--- config.mk ---
export PLATFORM = sky130hd
export DESIGN_NAME = coax_rx_frame_buffer
export DESIGN_NICKNAME = d
export VERILOG_FILES = /design/src/rtl/coax_rx_frame_buffer.sv
export SDC_FILE = /design/constraint.sdc
export NUM_CORES = 2
export LEC_CHECK = 0
export CORE_AREA = 2 2 417 419
export DETAILED_ROUTE_END_ITERATION = 10
export DIE_AREA = 0 0 419 421
export GPL_ROUTABILITY_DRIVEN = 0
export PLACE_DENSITY_LB_ADDON = 0.25
export SYNTH_ARGS = -nofsm -noshare
export SYNTH_HDL_FRONTEND = slang
export SYNTH_SLANG_ARGS = --single-unit
--- constraint.sdc ---
create_clock -name clk -period 4.23 [get_ports clk]
set_input_delay 0.846 -clock clk [delete_from_list [all_inputs] [get_ports clk]]
set_output_delay 0.846 -clock clk [all_outputs]
set_load 0.1 [all_outputs]
--- src/rtl/coax_rx_frame_buffer.sv ---
// Frame buffer between coax_rx and the host read port.
// First-word fall-through FIFO in an inferred RAM, with frame length tracking,
// a sticky first-error latch with its code, fill level reporting and a host flush.
module coax_rx_frame_buffer #(
  parameter int WIDTH       = 10,
  parameter int DEPTH       = 256,
  parameter int ALMOST_FULL = DEPTH - 16,
  parameter int MULTI_FRAME = 0
) (
  input  logic                     clk,
  input  logic                     reset_n,
  input  logic                     rx_active,
  input  logic                     rx_error,
  input  logic [WIDTH-1:0]         rx_data,
  input  logic                     rx_strobe,
  input  logic                     clear,
  input  logic                     read_strobe,
  output logic [WIDTH-1:0]         data,
  output logic                     error,
  output logic                     empty,
  output logic                     full,
  output logic                     almost_full,
  output logic [$clog2(DEPTH):0]   count,
  output logic                     frame_done,
  output logic [$clog2(DEPTH):0]   frame_length
);

  localparam int AW = $clog2(DEPTH);
  localparam int CW = AW + 1;
  localparam logic [WIDTH-1:0] ERR_OVERFLOW = WIDTH'(8);

  typedef enum logic [1:0] {IDLE, RECEIVE, ERROR, DRAIN} state_t;

  state_t           state;
  logic [WIDTH-1:0] mem [DEPTH];
  logic [AW-1:0]    wr_ptr, rd_ptr;
  logic [CW-1:0]    cnt, frame_cnt;
  logic             prev_active;
  logic             err_flag;
  logic [WIDTH-1:0] err_code;

  logic rise, fall, is_empty, is_full, in_rx;
  logic pop, push, ovf_strobe, start_ovf, rx_err_take;

  assign rise      = rx_active & ~prev_active;
  assign fall      = ~rx_active & prev_active;
  assign is_empty  = (cnt == '0);
  assign is_full   = (cnt == CW'(DEPTH));
  assign in_rx     = (state == RECEIVE);

  // A pop is only honoured with data present and no latched error; clear wins.
  assign pop         = read_strobe & ~is_empty & ~err_flag & ~clear;
  // Writing into a full FIFO is fine if the head leaves in the same cycle.
  assign push        = in_rx & rx_strobe & ~rx_error & ~clear & (~is_full | pop);
  assign ovf_strobe  = in_rx & rx_strobe & is_full & ~pop;
  assign start_ovf   = (MULTI_FRAME == 0) & ~is_empty;
  // The first error sticks; DRAIN deliberately ignores the receiver.
  assign rx_err_take = rx_error & (state != DRAIN) & (state != ERROR);

  // Storage write port; no reset so it maps onto RAM.
  always_ff @(posedge clk) begin
    if (push) mem[wr_ptr] <= rx_data;
  end

  // Pointers and exact occupancy count.
  always_ff @(posedge clk or negedge reset_n) begin
    if (!reset_n) begin
      wr_ptr <= '0;
      rd_ptr <= '0;
      cnt    <= '0;
    end else if (clear) begin
      wr_ptr <= '0;
      rd_ptr <= '0;
      cnt    <= '0;
    end else begin
      if (push) wr_ptr <= wr_ptr + AW'(1);
      if (pop)  rd_ptr <= rd_ptr + AW'(1);
      if (push && !pop)      cnt <= cnt + CW'(1);
      else if (pop && !push) cnt <= cnt - CW'(1);
    end
  end

  // Frame/error state machine with registered frame_done/frame_length.
  always_ff @(posedge clk or negedge reset_n) begin
    if (!reset_n) begin
      state        <= IDLE;
      prev_active  <= 1'b0;
      err_flag     <= 1'b0;
      err_code     <= '0;
      frame_cnt    <= '0;
      frame_done   <= 1'b0;
      frame_length <= '0;
    end else begin
      prev_active <= rx_active;
      frame_done  <= 1'b0;
      if (clear) begin
        err_flag  <= 1'b0;
        err_code  <= '0;
        frame_cnt <= '0;
        state     <= rx_active ? DRAIN : IDLE;
      end else if (rx_err_take) begin
        state    <= ERROR;
        err_flag <= 1'b1;
        err_code <= rx_data;
      end else begin
        case (state)
          IDLE: begin
            if (rise) begin
              if (start_ovf) begin
                state    <= ERROR;
                err_flag <= 1'b1;
                err_code <= ERR_OVERFLOW;
              end else begin
                state     <= RECEIVE;
                frame_cnt <= '0;
              end
            end
          end
          RECEIVE: begin
            if (ovf_strobe) begin
              state    <= ERROR;
              err_flag <= 1'b1;
              err_code <= ERR_OVERFLOW;
            end else if (fall) begin
              // A word strobed on the falling-edge cycle still belongs to the frame.
              state        <= IDLE;
              frame_done   <= 1'b1;
              frame_length <= frame_cnt + CW'(push);
            end else if (push) begin
              frame_cnt <= frame_cnt + CW'(1);
            end
          end
          ERROR:   state <= ERROR;
          DRAIN:   if (!rx_active) state <= IDLE;
          default: state <= IDLE;
        endcase
      end
    end
  end

  // Status and read data are all derived from registers.
  always_comb begin
    data = '0;
    if (err_flag)       data = err_code;
    else if (!is_empty) data = mem[rd_ptr];
  end

  assign error       = err_flag;
  assign empty       = is_empty;
  assign full        = is_full;
  assign almost_full = (cnt >= CW'(ALMOST_FULL));
  assign count       = cnt;

endmodule

==> metrics.json <==
{
  "area_of_combinational_cells_with_multiple_inputs": {"value": 23100, "unit": "µm²"},
  "fill_cells": {"value": 10132},
  "synth-async-reset-ratio": {"value": 2.22, "unit": "%"},
  "final.setup.worst_slack": {"value": -1.14, "unit": "ns"},
  "slew_headroom": {"value": 23.2, "unit": "%"},
  "power.total": {"value": 67200, "unit": "µW"},
  "grt-ovfl-total": {"value": 0},
  "initial_core_util": {"value": 59.4, "unit": "%"},
  "cts_buffer_depth": {"value": 4},
  "p_leak": {"value": 0.0387, "unit": "µW"},
  "area_share_of_the_largest_cell_type_after_synthesis": {"value": 75.0, "unit": "%"},
  "grt_setup_unrepaired": {"value": "yes"},
  "finalWirelength": {"value": 290, "unit": "mm"},
  "result_of_the_run": {"value": "complete, but fails checks"},
  "synth_area_per_cell": {"value": 20.1, "unit": "µm²"},
  "die_h": {"value": 421, "unit": "µm"},
  "grt_first_pass_wirelength": {"value": 408, "unit": "mm"},
  "synth.distinct_cells": {"value": 68},
  "timing.critical_path.from_type": {"value": "register"},
  "synth_top_flop_cell": {"value": "sky130_fd_sc_hd__edfxtp_1"},
  "layout-drive-gt1-share": {"value": 29.6, "unit": "%"},
  "power_per_cell_area": {"value": 555, "unit": "nW/µm²"},
  "yosys_warnings": {"value": 0},
  "max_freq": {"value": 0.186, "unit": "GHz"},
  "final_hold_slack": {"value": 0.124, "unit": "ns"},
  "post_drt_wl_per_cell": {"value": 34.4, "unit": "µm"},
  "synthesized_netlist_cell_count": {"value": 5112},
  "timing_max_transition_violations_final": {"value": 0},
  "synth_top_area_cell": {"value": "sky130_fd_sc_hd__edfxtp_1"},
  "hold_viol_final": {"value": 0},
  "setup.worst_path.end_class": {"value": "output pin"},
  "cts_tree": {"value": "yes"},
  "floorplan.die_area": {"value": 176000, "unit": "µm²"},
  "synth_area_leaders": {"value": "sky130_fd_sc_hd__edfxtp_1 (75%), sky130_fd_sc_hd__mux4_2 (11%), sky130_fd_sc_hd__mux2i_1 (3.4%), sky130_fd_sc_hd__dfrtp_1 (1.4%), sky130_fd_sc_hd__nor2_1 (1.3%)"},
  "final_min_period_over_clock_period": {"value": 127, "unit": "%"},
  "drc": {"value": 0},
  "synth_top_family_by_area": {"value": "multiplexers"},
  "coreArea": {"value": 172000, "unit": "µm²"},
  "seq_area": {"value": 78400, "unit": "µm²"},
  "kind_of_critical_path": {"value": "reg -> out"},
  "nNetsFinal": {"value": 5969},
  "worst-endpoint-arrival": {"value": 4.53, "unit": "ns"},
  "cp_slowest_stage_delay": {"value": 0.59, "unit": "ns"},
  "worst_slew_pin_slew": {"value": 1.15, "unit": "ns"},
  "cts.clk_slew.worst_paths": {"value": 0.07, "unit": "ns"},
  "yosys.area_share.xor_xnor": {"value": 0.256, "unit": "%"},
  "edff_count_synth": {"value": 2560},
  "worstPathRequired": {"value": 3.38, "unit": "ns"},
  "layout_min_cycle_time": {"value": 5.37, "unit": "ns"},
  "synth-simple-area-share": {"value": 2.98, "unit": "%"},
  "timing.hold.worst.class": {"value": "in -> async"},
  "io_pins": {"value": 50},
  "initialDrtViolationCount": {"value": 9923},
  "cts_max_level": {"value": 5},
  "grt_antenna_before_repair": {"value": 11},
  "vdd_drop_max": {"value": 0.406, "unit": "mV"},
  "drt.antenna.violating_nets": {"value": 0},
  "synthMuxAreaShare": {"value": 14.6, "unit": "%"},
  "via_per_inst": {"value": 6.79},
  "cts_made_buffers": {"value": 274},
  "timing.critical_path.cells": {"value": "buf_4 > nand2_4 > buf_12 > o221ai_1 > nand4_1 > nand3_1 > or4_4 > a211oi_4 > buf_4 > o41ai_4 > buf_12"},
  "synth_compound_area_share": {"value": 3.83, "unit": "%"},
  "floorplan.rows": {"value": 153},
  "sequential_element_share_of_the_synthesized_area": {"value": 76.4, "unit": "%"},
  "cap_violations": {"value": 0},
  "die_width": {"value": 419, "unit": "µm"},
  "syn-num-nets": {"value": 5146},
  "vias": {"value": 57367},
  "hpwlAfterDp": {"value": 181, "unit": "mm"},
  "violations": {"value": "negative setup slack"},
  "finClkSkew": {"value": 0.0562, "unit": "ns"},
  "drtPass1Iterations": {"value": 6},
  "largest_net_degree_at_the_start_of_global_routing": {"value": 117},
  "total_routing_usage_gr": {"value": 32.8, "unit": "%"},
  "synth-seq-cells": {"value": 2618},
  "cts.root.buffer_cell": {"value": "sky130_fd_sc_hd__clkbuf_16"},
  "yosys.area_share.adder": {"value": 0.215, "unit": "%"},
  "numPortBuffers": {"value": 49},
  "vias_in_the_first_global_route": {"value": 55820},
  "worstPathMaxFanout": {"value": 17},
  "insertion_delay": {"value": 0.94, "unit": "ns"},
  "mappedNetlistArea": {"value": 103000, "unit": "µm²"},
  "worst_path_max_delay_cell": {"value": "sky130_fd_sc_hd__dfrtp_4"},
  "final-setup-viol-count": {"value": 10},
  "area_growth_syn_to_layout": {"value": 18.0, "unit": "%"},
  "tritoncts_num_sinks": {"value": 2618}
}
[synthesized netlist by cell type, types with 5 or more instances]
| master | instances |
|---|---|
| sky130_fd_sc_hd__edfxtp_1 | 2560 |
| sky130_fd_sc_hd__mux4_2 | 506 |
| sky130_fd_sc_hd__nor2_1 | 358 |
| sky130_fd_sc_hd__mux2i_1 | 350 |
| sky130_fd_sc_hd__clkbuf_1 | 141 |
| sky130_fd_sc_hd__nand2_1 | 113 |
| sky130_fd_sc_hd__a21oi_1 | 106 |
| sky130_fd_sc_hd__o221ai_1 | 100 |
| sky130_fd_sc_hd__o22ai_1 | 88 |
| sky130_fd_sc_hd__o21ai_0 | 72 |
| sky130_fd_sc_hd__buf_2 | 63 |
| sky130_fd_sc_hd__nand3_1 | 63 |
| sky130_fd_sc_hd__a22oi_1 | 58 |
| sky130_fd_sc_hd__dfrtp_1 | 58 |
| sky130_fd_sc_hd__nor3_1 | 43 |
| sky130_fd_sc_hd__buf_4 | 41 |
| sky130_fd_sc_hd__buf_6 | 38 |
| sky130_fd_sc_hd__a211oi_1 | 25 |
| sky130_fd_sc_hd__a31oi_1 | 21 |
| sky130_fd_sc_hd__nand4_1 | 21 |
| sky130_fd_sc_hd__buf_1 | 18 |
| sky130_fd_sc_hd__nor2b_1 | 18 |
| sky130_fd_sc_hd__nand2b_1 | 17 |
| sky130_fd_sc_hd__ha_1 | 16 |
| sky130_fd_sc_hd__xor2_1 | 16 |
| sky130_fd_sc_hd__a22o_1 | 15 |
| sky130_fd_sc_hd__inv_1 | 15 |
| sky130_fd_sc_hd__nor4_1 | 14 |
| sky130_fd_sc_hd__xnor2_1 | 14 |
| sky130_fd_sc_hd__and2_1 | 12 |
| sky130_fd_sc_hd__mux2_2 | 9 |
| sky130_fd_sc_hd__o211ai_1 | 9 |
| sky130_fd_sc_hd__and3_1 | 8 |
| sky130_fd_sc_hd__a2111oi_0 | 7 |
| sky130_fd_sc_hd__a21o_1 | 7 |
| sky130_fd_sc_hd__a32o_1 | 7 |
| sky130_fd_sc_hd__o2111ai_1 | 7 |
| sky130_fd_sc_hd__or2_2 | 7 |
| sky130_fd_sc_hd__a221oi_1 | 6 |
| sky130_fd_sc_hd__o41ai_1 | 6 |
| sky130_fd_sc_hd__nor3b_1 | 5 |
[registers in the layout, summed over array words and instances, names as in the netlist]
register / cells
mem: 2560
err_code: 10
count: 9
frame_cnt: 9
frame_length: 9
rd_ptr: 8
wr_ptr: 8
state: 2
error: 1
frame_done: 1
prev_active: 1
[stage by stage]
step                setup slack [ns]  area, µm²  util [%]  cells  setup TNS [ns]
floorplan                    -0.0165     103000         -   5112         -0.0165
global placement              -0.619     111000      64.5   7939           -2.99
detailed placement            -0.646     111000      64.5   7939           -3.04
CTS                            -1.05     120000      69.7   8401           -9.40
global route                   -1.04     121000      70.1   8441           -9.85
finish                         -1.14     121000      70.1   8443           -9.89
[cell families (layout without fill, tap and decap cells)]
| group | count (synthesis) | in the layout |
|---|---|---|
| AOI/OAI and AO/OA | 570 | 570 |
| DFF | 2618 | 2618 |
| other | 0 | 2 |
| and+or+nand+nor | 694 | 694 |
| xor gates and xnor gates | 30 | 30 |
| adders and majority gates | 17 | 17 |
| buffers and inverters | 318 | 1322 |
| muxes | 865 | 865 |
[final cells by class]
| cell class | instances | area share (%) |
|---|---|---|
| antenna | 2 | 0.00414 |
| clock inverter | 103 | 0.929 |
| timing repair buffer | 850 | 6.60 |
| multi-input combinational | 2176 | 19.1 |
| clock buffer | 354 | 6.14 |
| sequential | 2618 | 64.8 |
| tap | 2325 | 2.41 |
| inverter | 15 | 0.0621 |
[power breakdown]
group | internal (µW) | switching (µW) | total, µW
registers | 28500 | 113 | 28600
clock network | 13800 | 9550 | 23400
logic | 7040 | 8080 | 15100
total | 49400 | 17700 | 67200
[per-layer routing]
layer / track usage (%) / part of all wire [%]
met5: 0 / 0.014
met2: 48.4 / 45
met4: 14.6 / 5.3
met1: 46.6 / 36
met3: 9.04 / 14
[critical path, delay by kind of cell, from the launching register on]
| kind | cells | cell delay (ns) |
|---|---|---|
| flip-flops | 1 | 0.59 |
| AO/OA/AOI/OAI | 3 | 0.88 |
| buffers and inverters | 4 | 0.80 |
| AND/OR/NAND/NOR | 4 | 1.29 |
[final timing paths]
path | start | end | slack, ns | depth (start not counted)
setup / recovery | rd_ptr[2] | data[7] | -1.14 | 11
hold / removal | reset_n | count[2] | 0.12 | 1
setup reg to reg | count[2] | count[8] | 0.34 | 14
hold reg to reg | frame_length[5] | frame_length[5] | 0.48 | 2
max in group asynchronous | reset_n | frame_length[7] | 3.22 | 2
min in group clk | frame_length[5] | frame_length[5] | 0.48 | 2
[layout by cell type, fill, tap and decap left out, types with 12 or more instances in the layout]
master                            netlist  layout
sky130_fd_sc_hd__edfxtp_1            2560    2560
sky130_fd_sc_hd__buf_6                 38      17
sky130_fd_sc_hd__o22ai_1               88      88
sky130_fd_sc_hd__xor2_1                16      16
sky130_fd_sc_hd__buf_12                 1      77
sky130_fd_sc_hd__dfrtp_1               58      45
sky130_fd_sc_hd__mux2i_1              350     349
sky130_fd_sc_hd__bufinv_16              0      25
sky130_fd_sc_hd__clkdlybuf4s50_1        0      25
sky130_fd_sc_hd__and2_1                12      12
sky130_fd_sc_hd__a21oi_1              106      95
sky130_fd_sc_hd__inv_1                 15      12
sky130_fd_sc_hd__nand4_1               21      21
sky130_fd_sc_hd__clkbuf_8               0      16
sky130_fd_sc_hd__nand3_2                0      19
sky130_fd_sc_hd__a31oi_1               21      19
sky130_fd_sc_hd__clkinv_2               0      23
sky130_fd_sc_hd__mux4_2               506     506
sky130_fd_sc_hd__clkinv_1               0      47
sky130_fd_sc_hd__nor2b_1               18      17
sky130_fd_sc_hd__clkbuf_16              0     291
sky130_fd_sc_hd__nand2b_1              17      15
sky130_fd_sc_hd__o21ai_0               72      63
sky130_fd_sc_hd__clkbuf_1             141      64
sky130_fd_sc_hd__nand3_1               63      44
sky130_fd_sc_hd__a22oi_1               58      57
sky130_fd_sc_hd__o221ai_1             100      96
sky130_fd_sc_hd__xnor2_1               14      14
sky130_fd_sc_hd__a22o_1                15      14
sky130_fd_sc_hd__a211oi_1              25      18
sky130_fd_sc_hd__nor2_1               358     351
sky130_fd_sc_hd__ha_1                  16      16
sky130_fd_sc_hd__buf_4                 41     693
sky130_fd_sc_hd__nand2_1              113     109
sky130_fd_sc_hd__nor3_1                43      38
[repair_timing]
action,CTS,global route
setup endpoints to repair,10,11
hold buffers,0,0
pin swaps,8,13
resized for setup,72,61
setup buffers,2,33
gates cloned,3,7
(Power assumes the default switching activity.)
